### config.mk
export PLATFORM = sky130hd
export DESIGN_NAME = imm_encoder_flat
export DESIGN_NICKNAME = d
export VERILOG_FILES = /design/src/rtl/imm_pkg.sv /design/src/rtl/imm_encoder_if.sv /design/src/rtl/imm_place.sv /design/src/rtl/imm_encoder.sv /design/src/flat_wrapper.sv
export SDC_FILE = /design/constraint.sdc
export NUM_CORES = 1
export LEC_CHECK = 0
export BUFFER_PORTS_ARGS = -buffer_cell sky130_fd_sc_hd__buf_2
export CORE_MARGIN = 5
export CORE_UTILIZATION = 47
export DETAILED_ROUTE_END_ITERATION = 12
export GPL_ROUTABILITY_DRIVEN = 0
export PLACE_DENSITY_LB_ADDON = 0.2
export SYNTH_ARGS = -nofsm -noshare
export SYNTH_HDL_FRONTEND = slang
export SYNTH_SLANG_ARGS = --single-unit
export TNS_END_PERCENT = 20
### constraint.sdc
create_clock -name clk -period 2.2 [get_ports clk]
set_input_delay 0.33 -clock clk [delete_from_list [all_inputs] [get_ports clk]]
set_output_delay 0.33 -clock clk [all_outputs]
set_load 0.1 [all_outputs]
### src/rtl/imm_pkg.sv
// Shared immediate-format codes, widths and FIFO sizing for the encoder and
// the matching immediate extender.
package imm_pkg;

  localparam int XLEN       = 32;
  localparam int FIFO_DEPTH = 2;
  // Pointers wrap by natural overflow, so FIFO_DEPTH must stay a power of two.
  localparam int FIFO_PTR_W = $clog2(FIFO_DEPTH);
  localparam int FIFO_CNT_W = $clog2(FIFO_DEPTH + 1);

  typedef enum logic [2:0] {
    IMM_I = 3'd0,
    IMM_S = 3'd1,
    IMM_B = 3'd2,
    IMM_J = 3'd3,
    IMM_U = 3'd4
  } imm_src_e;

  typedef struct packed {
    logic [XLEN-1:0] instr;
    logic            range_err;
  } fifo_entry_t;

  // Immediate extender: recovers the immediate carried by an encoded instruction.
  function automatic logic [XLEN-1:0] imm_extend(input logic [XLEN-1:0] i,
                                                 input logic [2:0] src);
    logic [XLEN-1:0] imm;
    imm = '0;
    case (imm_src_e'(src))
      IMM_I: imm = {{20{i[31]}}, i[31:20]};
      IMM_S: imm = {{20{i[31]}}, i[31:25], i[11:7]};
      IMM_B: imm = {{19{i[31]}}, i[31], i[7], i[30:25], i[11:8], 1'b0};
      IMM_J: imm = {{11{i[31]}}, i[31], i[19:12], i[20], i[30:21], 1'b0};
      IMM_U: imm = {i[31:12], 12'b0};
      default: imm = '0;
    endcase
    return imm;
  endfunction

endpackage

### src/rtl/imm_encoder_if.sv
// Job/result handshake bundle of the immediate encoder.
interface imm_encoder_if
  import imm_pkg::*;
();
  logic            in_valid;
  logic            in_ready;
  logic [2:0]      ImmSrc;
  logic [XLEN-1:0] ImmVal;
  logic [XLEN-1:0] base;
  logic            out_valid;
  logic            out_ready;
  logic [XLEN-1:0] instr;
  logic            range_err;

  modport master (
    output in_valid, ImmSrc, ImmVal, base, out_ready,
    input  in_ready, out_valid, instr, range_err
  );

  modport slave (
    input  in_valid, ImmSrc, ImmVal, base, out_ready,
    output in_ready, out_valid, instr, range_err
  );
endinterface

### src/rtl/imm_place.sv
// Combinational immediate bit placement into an instruction word, plus the
// representability check for the selected format.
module imm_place
  import imm_pkg::*;
(
  input  logic [2:0]      imm_src,
  input  logic [XLEN-1:0] imm_val,
  input  logic [XLEN-1:0] base,
  output logic [XLEN-1:0] instr,
  output logic            range_err
);

  logic fits_12;
  logic fits_13;
  logic fits_21;

  // A signed field fits when every bit above its top bit equals that top bit.
  assign fits_12 = (&imm_val[31:11]) || !(|imm_val[31:11]);
  assign fits_13 = (&imm_val[31:12]) || !(|imm_val[31:12]);
  assign fits_21 = (&imm_val[31:20]) || !(|imm_val[31:20]);

  always_comb begin
    instr     = base;
    range_err = 1'b1;
    case (imm_src_e'(imm_src))
      IMM_I: begin
        instr     = {imm_val[11:0], base[19:0]};
        range_err = !fits_12;
      end
      IMM_S: begin
        instr     = {imm_val[11:5], base[24:12], imm_val[4:0], base[6:0]};
        range_err = !fits_12;
      end
      IMM_B: begin
        instr     = {imm_val[12], imm_val[10:5], base[24:12],
                     imm_val[4:1], imm_val[11], base[6:0]};
        range_err = !fits_13 || imm_val[0];
      end
      IMM_J: begin
        instr     = {imm_val[20], imm_val[10:1], imm_val[11],
                     imm_val[19:12], base[11:0]};
        range_err = !fits_21 || imm_val[0];
      end
      IMM_U: begin
        instr     = {imm_val[31:12], base[11:0]};
        range_err = |imm_val[11:0];
      end
      default: begin
        instr     = base;
        range_err = 1'b1;
      end
    endcase
  end

endmodule

### src/rtl/imm_encoder.sv
// Immediate encoder: accepts encode jobs, places the immediate and buffers the
// result in a 2-entry FIFO. Define IMM_ENCODER_STATS_EN to add err_count.
module imm_encoder
  import imm_pkg::*;
(
  input  logic         clk,
  input  logic         reset,
  imm_encoder_if.slave bus
`ifdef IMM_ENCODER_STATS_EN
  ,
  output logic [7:0]   err_count
`endif
);

  logic [XLEN-1:0]       placed_instr;
  logic                  placed_err;
  fifo_entry_t           fifo_mem_reg [FIFO_DEPTH];
  logic [FIFO_PTR_W-1:0] wr_ptr_reg;
  logic [FIFO_PTR_W-1:0] rd_ptr_reg;
  logic [FIFO_CNT_W-1:0] count_reg;
  logic                  push;
  logic                  pop;

  imm_place u_place (
    .imm_src   (bus.ImmSrc),
    .imm_val   (bus.ImmVal),
    .base      (bus.base),
    .instr     (placed_instr),
    .range_err (placed_err)
  );

  // Ready depends only on registered occupancy, so out_ready never reaches it.
  assign bus.in_ready  = (count_reg != FIFO_CNT_W'(FIFO_DEPTH));
  assign bus.out_valid = (count_reg != '0);
  assign push          = bus.in_valid && bus.in_ready;
  assign pop           = bus.out_valid && bus.out_ready;
  assign bus.instr     = fifo_mem_reg[rd_ptr_reg].instr;
  assign bus.range_err = fifo_mem_reg[rd_ptr_reg].range_err;

  generate
    for (genvar gi = 0; gi < FIFO_DEPTH; gi++) begin : g_entry
      always_ff @(posedge clk or posedge reset) begin
        if (reset) begin
          fifo_mem_reg[gi] <= '0;
        end else if (push && (wr_ptr_reg == FIFO_PTR_W'(gi))) begin
          fifo_mem_reg[gi] <= '{instr: placed_instr, range_err: placed_err};
        end
      end
    end
  endgenerate

  always_ff @(posedge clk or posedge reset) begin
    if (reset) begin
      wr_ptr_reg <= '0;
      rd_ptr_reg <= '0;
      count_reg  <= '0;
    end else begin
      if (push) begin
        wr_ptr_reg <= wr_ptr_reg + 1'b1;
      end
      if (pop) begin
        rd_ptr_reg <= rd_ptr_reg + 1'b1;
      end
      case ({push, pop})
        2'b10:   count_reg <= count_reg + 1'b1;
        2'b01:   count_reg <= count_reg - 1'b1;
        default: count_reg <= count_reg;
      endcase
    end
  end

`ifdef IMM_ENCODER_STATS_EN
  logic [7:0] err_count_reg;

  always_ff @(posedge clk or posedge reset) begin
    if (reset) begin
      err_count_reg <= '0;
    end else if (pop && bus.range_err && (err_count_reg != 8'hFF)) begin
      err_count_reg <= err_count_reg + 8'd1;
    end
  end

  assign err_count = err_count_reg;
`endif

endmodule

### src/flat_wrapper.sv
// flat-port wrapper written by rule: the top's interface ports become plain ports
module imm_encoder_flat import imm_pkg::*;
  (clk, reset, bus_in_valid, bus_ImmSrc, bus_ImmVal, bus_base, bus_out_ready, bus_in_ready, bus_out_valid, bus_instr, bus_range_err);
  imm_encoder_if bus_i ();
  input  logic clk;
  input  logic reset;
  input wire logic [$bits(bus_i.in_valid)-1:0] bus_in_valid;
  input wire logic [$bits(bus_i.ImmSrc)-1:0] bus_ImmSrc;
  input wire logic [$bits(bus_i.ImmVal)-1:0] bus_ImmVal;
  input wire logic [$bits(bus_i.base)-1:0] bus_base;
  input wire logic [$bits(bus_i.out_ready)-1:0] bus_out_ready;
  output wire logic [$bits(bus_i.in_ready)-1:0] bus_in_ready;
  output wire logic [$bits(bus_i.out_valid)-1:0] bus_out_valid;
  output wire logic [$bits(bus_i.instr)-1:0] bus_instr;
  output wire logic [$bits(bus_i.range_err)-1:0] bus_range_err;
  assign bus_i.in_valid = bus_in_valid;
  assign bus_i.ImmSrc = bus_ImmSrc;
  assign bus_i.ImmVal = bus_ImmVal;
  assign bus_i.base = bus_base;
  assign bus_i.out_ready = bus_out_ready;
  assign bus_in_ready = bus_i.in_ready;
  assign bus_out_valid = bus_i.out_valid;
  assign bus_instr = bus_i.instr;
  assign bus_range_err = bus_i.range_err;
  imm_encoder u_core (.clk(clk), .reset(reset), .bus(bus_i));
endmodule
==> results.py, run 1 <==
metrics = {
    "outcome": {
        "status": "complete, no violations",
    },
    "hold_path": {
        "min_path_type": "input port to async pin",
    },
    "clock_network": {
        "htreeDepth": 3,
        "numCtsBuffers": 9,
        "hold_buffers": 0,
        "clk_latency_ns": 0.33,
        "cts_setup_buffers": 0,
        "cts_root_buf": "clkbuf_8",
        "cts_tree": "yes",
        "cts_resized": 0,
        "cts_max_path_buffers": 2,
        "path_clk_slew_ns": 0.07,
        "cts.sinks": 70,
    },
    "setup_path": {
        "r2r_setup_slack_ns": 0.50,
        "timing.rr.start": "u_core.count_reg[0]",
        "startpoint": "u_core.rd_ptr_reg",
        "regToRegEndpoint": "u_core.fifo_mem_reg[49]",
        "r2r_cells": 5,
        "worst-path-buf-inv": 2,
        "cp_slowest_cell": "mux2_2",
        "path_delay_family": "buffers and inverters",
        "max_stage_delay_ns": 0.42,
        "cp.depth": 3,
        "startpoint_type": "flip-flop",
        "crit_end": "bus_instr[22]",
        "worst_ep_arrival_time_ns": 1.61,
        "crit_chain": "buf_4 > mux2_2 > buf_12",
        "path_max_fanout": 22,
        "worstSetupEndpointType": "output port",
        "critPathKind": "flip-flop to output port",
        "required_ns": 1.87,
    },
    "floorplanning": {
        "die_h_microns": 99.84,
        "rows": 32,
        "start_util": 0.4859,
        "die-area_sq_um": 9968,
        "fp.dieW_microns": 99.84,
        "io_pins": 106,
        "core_area_sq_um": 7807,
    },
    "drt": {
        "drtIter0Drc": 192,
        "ant_nets": 0,
        "drcViolationCount": 0,
        "wl_per_cell_microns": 16.00,
        "vias": 3261,
        "routed_wl_mm": 9.730,
        "dr.pass1.iters": 4,
        "via_per_inst": 5.363,
    },
    "timing": {
        "max_freq_mhz": 515.7,
        "fin_skew_ns": 0.008157,
        "report.final.slew_viol_count": 0,
        "final.period_utilization": 0.8814,
        "tns_ns": 0,
        "post-route-min-period_ns": 1.939,
        "slew_headroom": 0.5624,
        "setup_viol_count_final": 0,
        "tightest_slew_ns": 0.6525,
        "hold_viol_final": 0,
        "grt_setup_unrepaired": "no",
    },
    "placement": {
        "port_buffers": 105,
        "hpwl_mm": 7.394,
    },
    "logic_synthesis": {
        "ys_seq_area_frac": 0.4617,
        "syn_nets": 473,
        "synth_cells": 401,
        "async_reset_ff_frac": 1.000,
        "netlist_area_sq_um": 3794,
        "ys_top_cells_by_count": "89 x nand2_1, 70 x dfrtp_1, 51 x mux2_2",
        "yosysUniqueCellTypes": 43,
        "synth_warnings": 0,
        "synth_area_leaders": "dfrtp_1 46%, mux2_2 15%, nand2_1 8.8%, o21ai_0 5.3%, mux2i_1 4.0%",
        "syn_avg_cell_area_sq_um": 9.460,
        "synth_edf_count": 0,
        "yosysMostFrequentCell": "nand2_1",
        "synth_top_cell_by_area": "dfrtp_1",
        "synth-seq-cells": 70,
        "ys_dominant_reg_cell": "dfrtp_1",
        "synthDominantCellAreaShare": 0.4617,
    },
    "grt": {
        "antenna_found_initial": 0,
        "grt_pass1_vias": 3190,
        "grt_use_total": 0.2021,
        "grt_pass1_wl_mm": 15.92,
        "grt_max_degree": 71,
        "gr-total-overflow": 0,
    },
    "finish": {
        "antenna_cells": 0,
        "largest_reg_flops": 66,
        "drive_gt1_frac": 0.3834,
        "area_growth_syn_to_layout_pct": 35.06,
        "final_nets": 576,
    },
    "run": {
        "maxCapViolations": 0,
    },
}
per-layer routing:
layer / vias to the layer above / part of all wire / track usage
met1: 1556 / 0.46 / 0.2849
met3: 12 / 0.058 / 0.04656
met5: - / 0 / 0
met2: 101 / 0.47 / 0.3150
li1: 1592 / - / -
met4: 0 / 0.014 / 0.05357
cell type report:
class                      instances  area (sq um)
multi-input combinational        303          1902
clock buffer                      12         165.2
tap                              102         127.6
inverter                           3         11.26
clock inverter                     1         30.03
fill                             666          2684
timing repair buffer             117          1136
sequential                        70          1752
metrics by stage:
step	std cells	utilization	worst slack (ns)	hold WS [ns]	cell area, sq um
floorplan	401	-	0.1018	0.4354	3794
global placement	595	0.6313	0.3751	0.4329	4928
detailed placement	595	0.6313	0.3157	0.4411	4928
CTS	608	0.6563	0.2546	0.07806	5124
global route	608	0.6563	0.1996	0.08121	5124
finish	608	0.6563	0.2610	0.06063	5124
worst min-delay path by stage:
stage                 from                 endpoint  slack [ns]  cells past startpoint
4_1_cts              reset   u_core.fifo_mem_reg[7]        0.08                      3
3_5_place_dp         reset   u_core.fifo_mem_reg[7]        0.44                      3
6_report             reset   u_core.fifo_mem_reg[7]        0.06                      3
2_1_floorplan  bus_base[0]  u_core.fifo_mem_reg[34]        0.44                      2
5_1_grt              reset   u_core.fifo_mem_reg[7]        0.08                      3
3_3_place_gp         reset  u_core.fifo_mem_reg[38]        0.43                      3
logic make-up after synthesis:
| kind of cell | share of synthesized area |
|---|---|
| adders and majority gates | 0.003298 |
| and+or+nand+nor | 0.1807 |
| buffers and inverters | 0.03826 |
| xor gates and xnor gates | 0.01155 |
| DFF | 0.4617 |
| muxes | 0.1910 |
| AOI/OAI and AO/OA | 0.1135 |
worst min-delay path, delay by kind of cell:
family	cells	cell delay, ns
buffers and inverters	3	0.47
placed cells by master, fill, tap and decap left out, types with 2 or more instances in the layout:
master,n
clkbuf_8,12
buf_4,10
mux2i_1,15
or2_2,3
nor4_1,6
mux2_2,51
nor2_1,30
o21ai_0,40
nand3_1,4
a21oi_1,19
nand2b_1,4
nand2_1,89
o211ai_1,2
buf_2,72
a22oi_1,5
xnor2_1,3
nor3_1,4
xor2_1,2
dfrtp_1,70
buf_12,35
nand4_1,5
inv_1,2
Power of run 1 is not shown: default switching activity piles up to over one toggle a cycle in this logic, so the estimate is an artifact.
==> run 2: changes to the inputs <==
Settings changed: PLACE_DENSITY set to 0.76, PLACE_DENSITY_LB_ADDON 0.2 to not set.
==> run 2 against run 1 <==
  * Largest cell class unchanged
  * Via count up 2.9%
  * Sequential share of layout area is 0.15 points lower
  * Critical path depth unchanged
  * Core utilization is 0.29 points higher
  * Hold slack worse by 0.033 ns
  * Global-route usage increased by 0.98 points
  * Clock-buffer cell count fell by 1
  * Critical path type unchanged
==> results.py, run 2 (same netlist as run 1, synthesis figures left out) <==
metrics = {
    "grt": {
        "grt_pass1_wl_mm": 16.70,
        "gr-total-overflow": 0,
        "met1_usage": 0.2792,
        "busiest_layer": "met2",
        "grt_pass1_vias": 3463,
        "antenna_found_initial": 0,
        "grt_max_degree": 38,
        "grt_use_total": 0.2119,
        "met2_usage": 0.3453,
        "gr-usage-met3": 0.04100,
    },
    "clock_network": {
        "cts_setup_buffers": 0,
        "cts.sinks": 70,
        "hold_buffers": 0,
        "clk_latency_ns": 0.33,
        "numCtsBuffers": 9,
        "cts_root_buf": "clkbuf_8",
        "cts_tree": "yes",
        "path_clk_slew_ns": 0.07,
        "cts_resized": 0,
        "htreeDepth": 3,
        "cts_max_path_buffers": 2,
    },
    "placement": {
        "hpwl_mm": 7.902,
        "post-place-ws_ns": 0.4062,
        "dp_cells": 596,
        "port_buffers": 105,
    },
    "floorplanning": {
        "core_area_sq_um": 7807,
        "io_pins": 106,
        "die-area_sq_um": 9968,
        "fp.dieW_microns": 99.84,
        "die_h_microns": 99.84,
        "start_util": 0.4859,
        "rows": 32,
    },
    "finish": {
        "final_nets": 577,
        "largest_reg_flops": 66,
        "finalNonFillerCells": 612,
        "final_cell_mix": "89 x nand2_1, 72 x buf_2, 70 x dfrtp_1",
        "area_growth_syn_to_layout_pct": 35.65,
        "final_common_cell": "nand2_1",
        "antenna_cells": 0,
        "drive_gt1_frac": 0.3863,
    },
    "setup_path": {
        "crit_chain": "buf_4 > mux2_2 > buf_12",
        "cp_slowest_cell": "mux2_2",
        "startpoint": "u_core.rd_ptr_reg",
        "worst-path-buf-inv": 2,
        "startpoint_type": "flip-flop",
        "cp.depth": 3,
        "r2r_setup_slack_ns": 0.49,
        "max_stage_delay_ns": 0.42,
        "crit_end": "bus_instr[31]",
        "required_ns": 1.87,
        "worst_ep_arrival_time_ns": 1.58,
        "worstSetupEndpointType": "output port",
        "r2r_cells": 5,
        "timing.rr.start": "u_core.count_reg[1]",
        "critPathKind": "flip-flop to output port",
        "path_max_fanout": 20,
        "regToRegEndpoint": "u_core.count_reg[1]",
        "path_delay_family": "buffers and inverters",
    },
    "timing": {
        "setup_viol_count_final": 0,
        "post-route-min-period_ns": 1.913,
        "grt_setup_unrepaired": "no",
        "report.final.slew_viol_count": 0,
        "hold_viol_final": 0,
        "final.period_utilization": 0.8693,
        "tns_ns": 0,
        "slew_headroom": 0.6475,
        "tightest_slew_ns": 0.5268,
        "fin_skew_ns": 0.006189,
        "fin_ws_ns": 0.2875,
        "max_freq_mhz": 522.9,
    },
    "drt": {
        "wl_per_cell_microns": 16.61,
        "routed_wl_mm": 10.17,
        "ant_nets": 0,
        "drtIter0Drc": 223,
        "drcViolationCount": 0,
        "dr.pass1.iters": 5,
        "vias": 3357,
        "via_per_inst": 5.485,
    },
    "hold_path": {
        "min_path_type": "input port to async pin",
    },
    "outcome": {
        "status": "complete, no violations",
    },
    "run": {
        "maxCapViolations": 0,
    },
}
run 2: cell count changes in the layout (fill, tap and decap cells not counted), sizes merged:
cell      delta
clkinvlp     +1
inv          +1
clkbuf       -1
buf          +1
bufinv       +1
clkinv       +1
run 2: metrics by stage:
step / utilization / cell area [sq um] / hold slack [ns]
3_3_place_gp: 0.6306 / 4923 / 0.3850
3_5_place_dp: 0.6306 / 4923 / 0.3893
6_report: 0.6591 / 5146 / 0.02713
5_1_grt: 0.6591 / 5146 / 0.06283
2_1_floorplan: - / 3794 / 0.4354
4_1_cts: 0.6591 / 5146 / 0.02436
run 2: per-layer routing:
| metal | routed length [microns] | vias to the layer above |
|---|---|---|
| met5 | 0 | - |
| met4 | 200 | 0 |
| met3 | 524 | 19 |
| met2 | 5125 | 124 |
| met1 | 4316 | 1618 |
| li1 | - | 1596 |
run 2: worst min-delay path by stage:
| stage | start | end | slack [ns] | cells past startpoint |
|---|---|---|---|---|
| 2_1_floorplan | bus_base[0] | u_core.fifo_mem_reg[34] | 0.44 | 2 |
| 3_3_place_gp | reset | u_core.fifo_mem_reg[57] | 0.38 | 2 |
| 3_5_place_dp | reset | u_core.fifo_mem_reg[43] | 0.39 | 2 |
| 4_1_cts | reset | u_core.fifo_mem_reg[43] | 0.02 | 2 |
| 5_1_grt | reset | u_core.fifo_mem_reg[43] | 0.06 | 2 |
| 6_report | reset | u_core.fifo_mem_reg[43] | 0.03 | 2 |
run 2: layout make-up:
class	instances	area (sq um)
fillers	615	2661
multi-input cells	303	1902
flip-flops and latches	70	1752
repair buffers	118	1131
clock buffers	11	141.4
well taps	102	127.6
clock inverters	5	81.33
inverters	3	11.26
run 2: worst register-to-register path, stage by stage (launching register included):
cell	delay [ns]
dfrtp_1	0.44
or2_2	0.33
and2_1	0.19
ha_1	0.34
nor2_1	0.17
xor2_1	0.16
Power of run 2 is left out for the same reason.
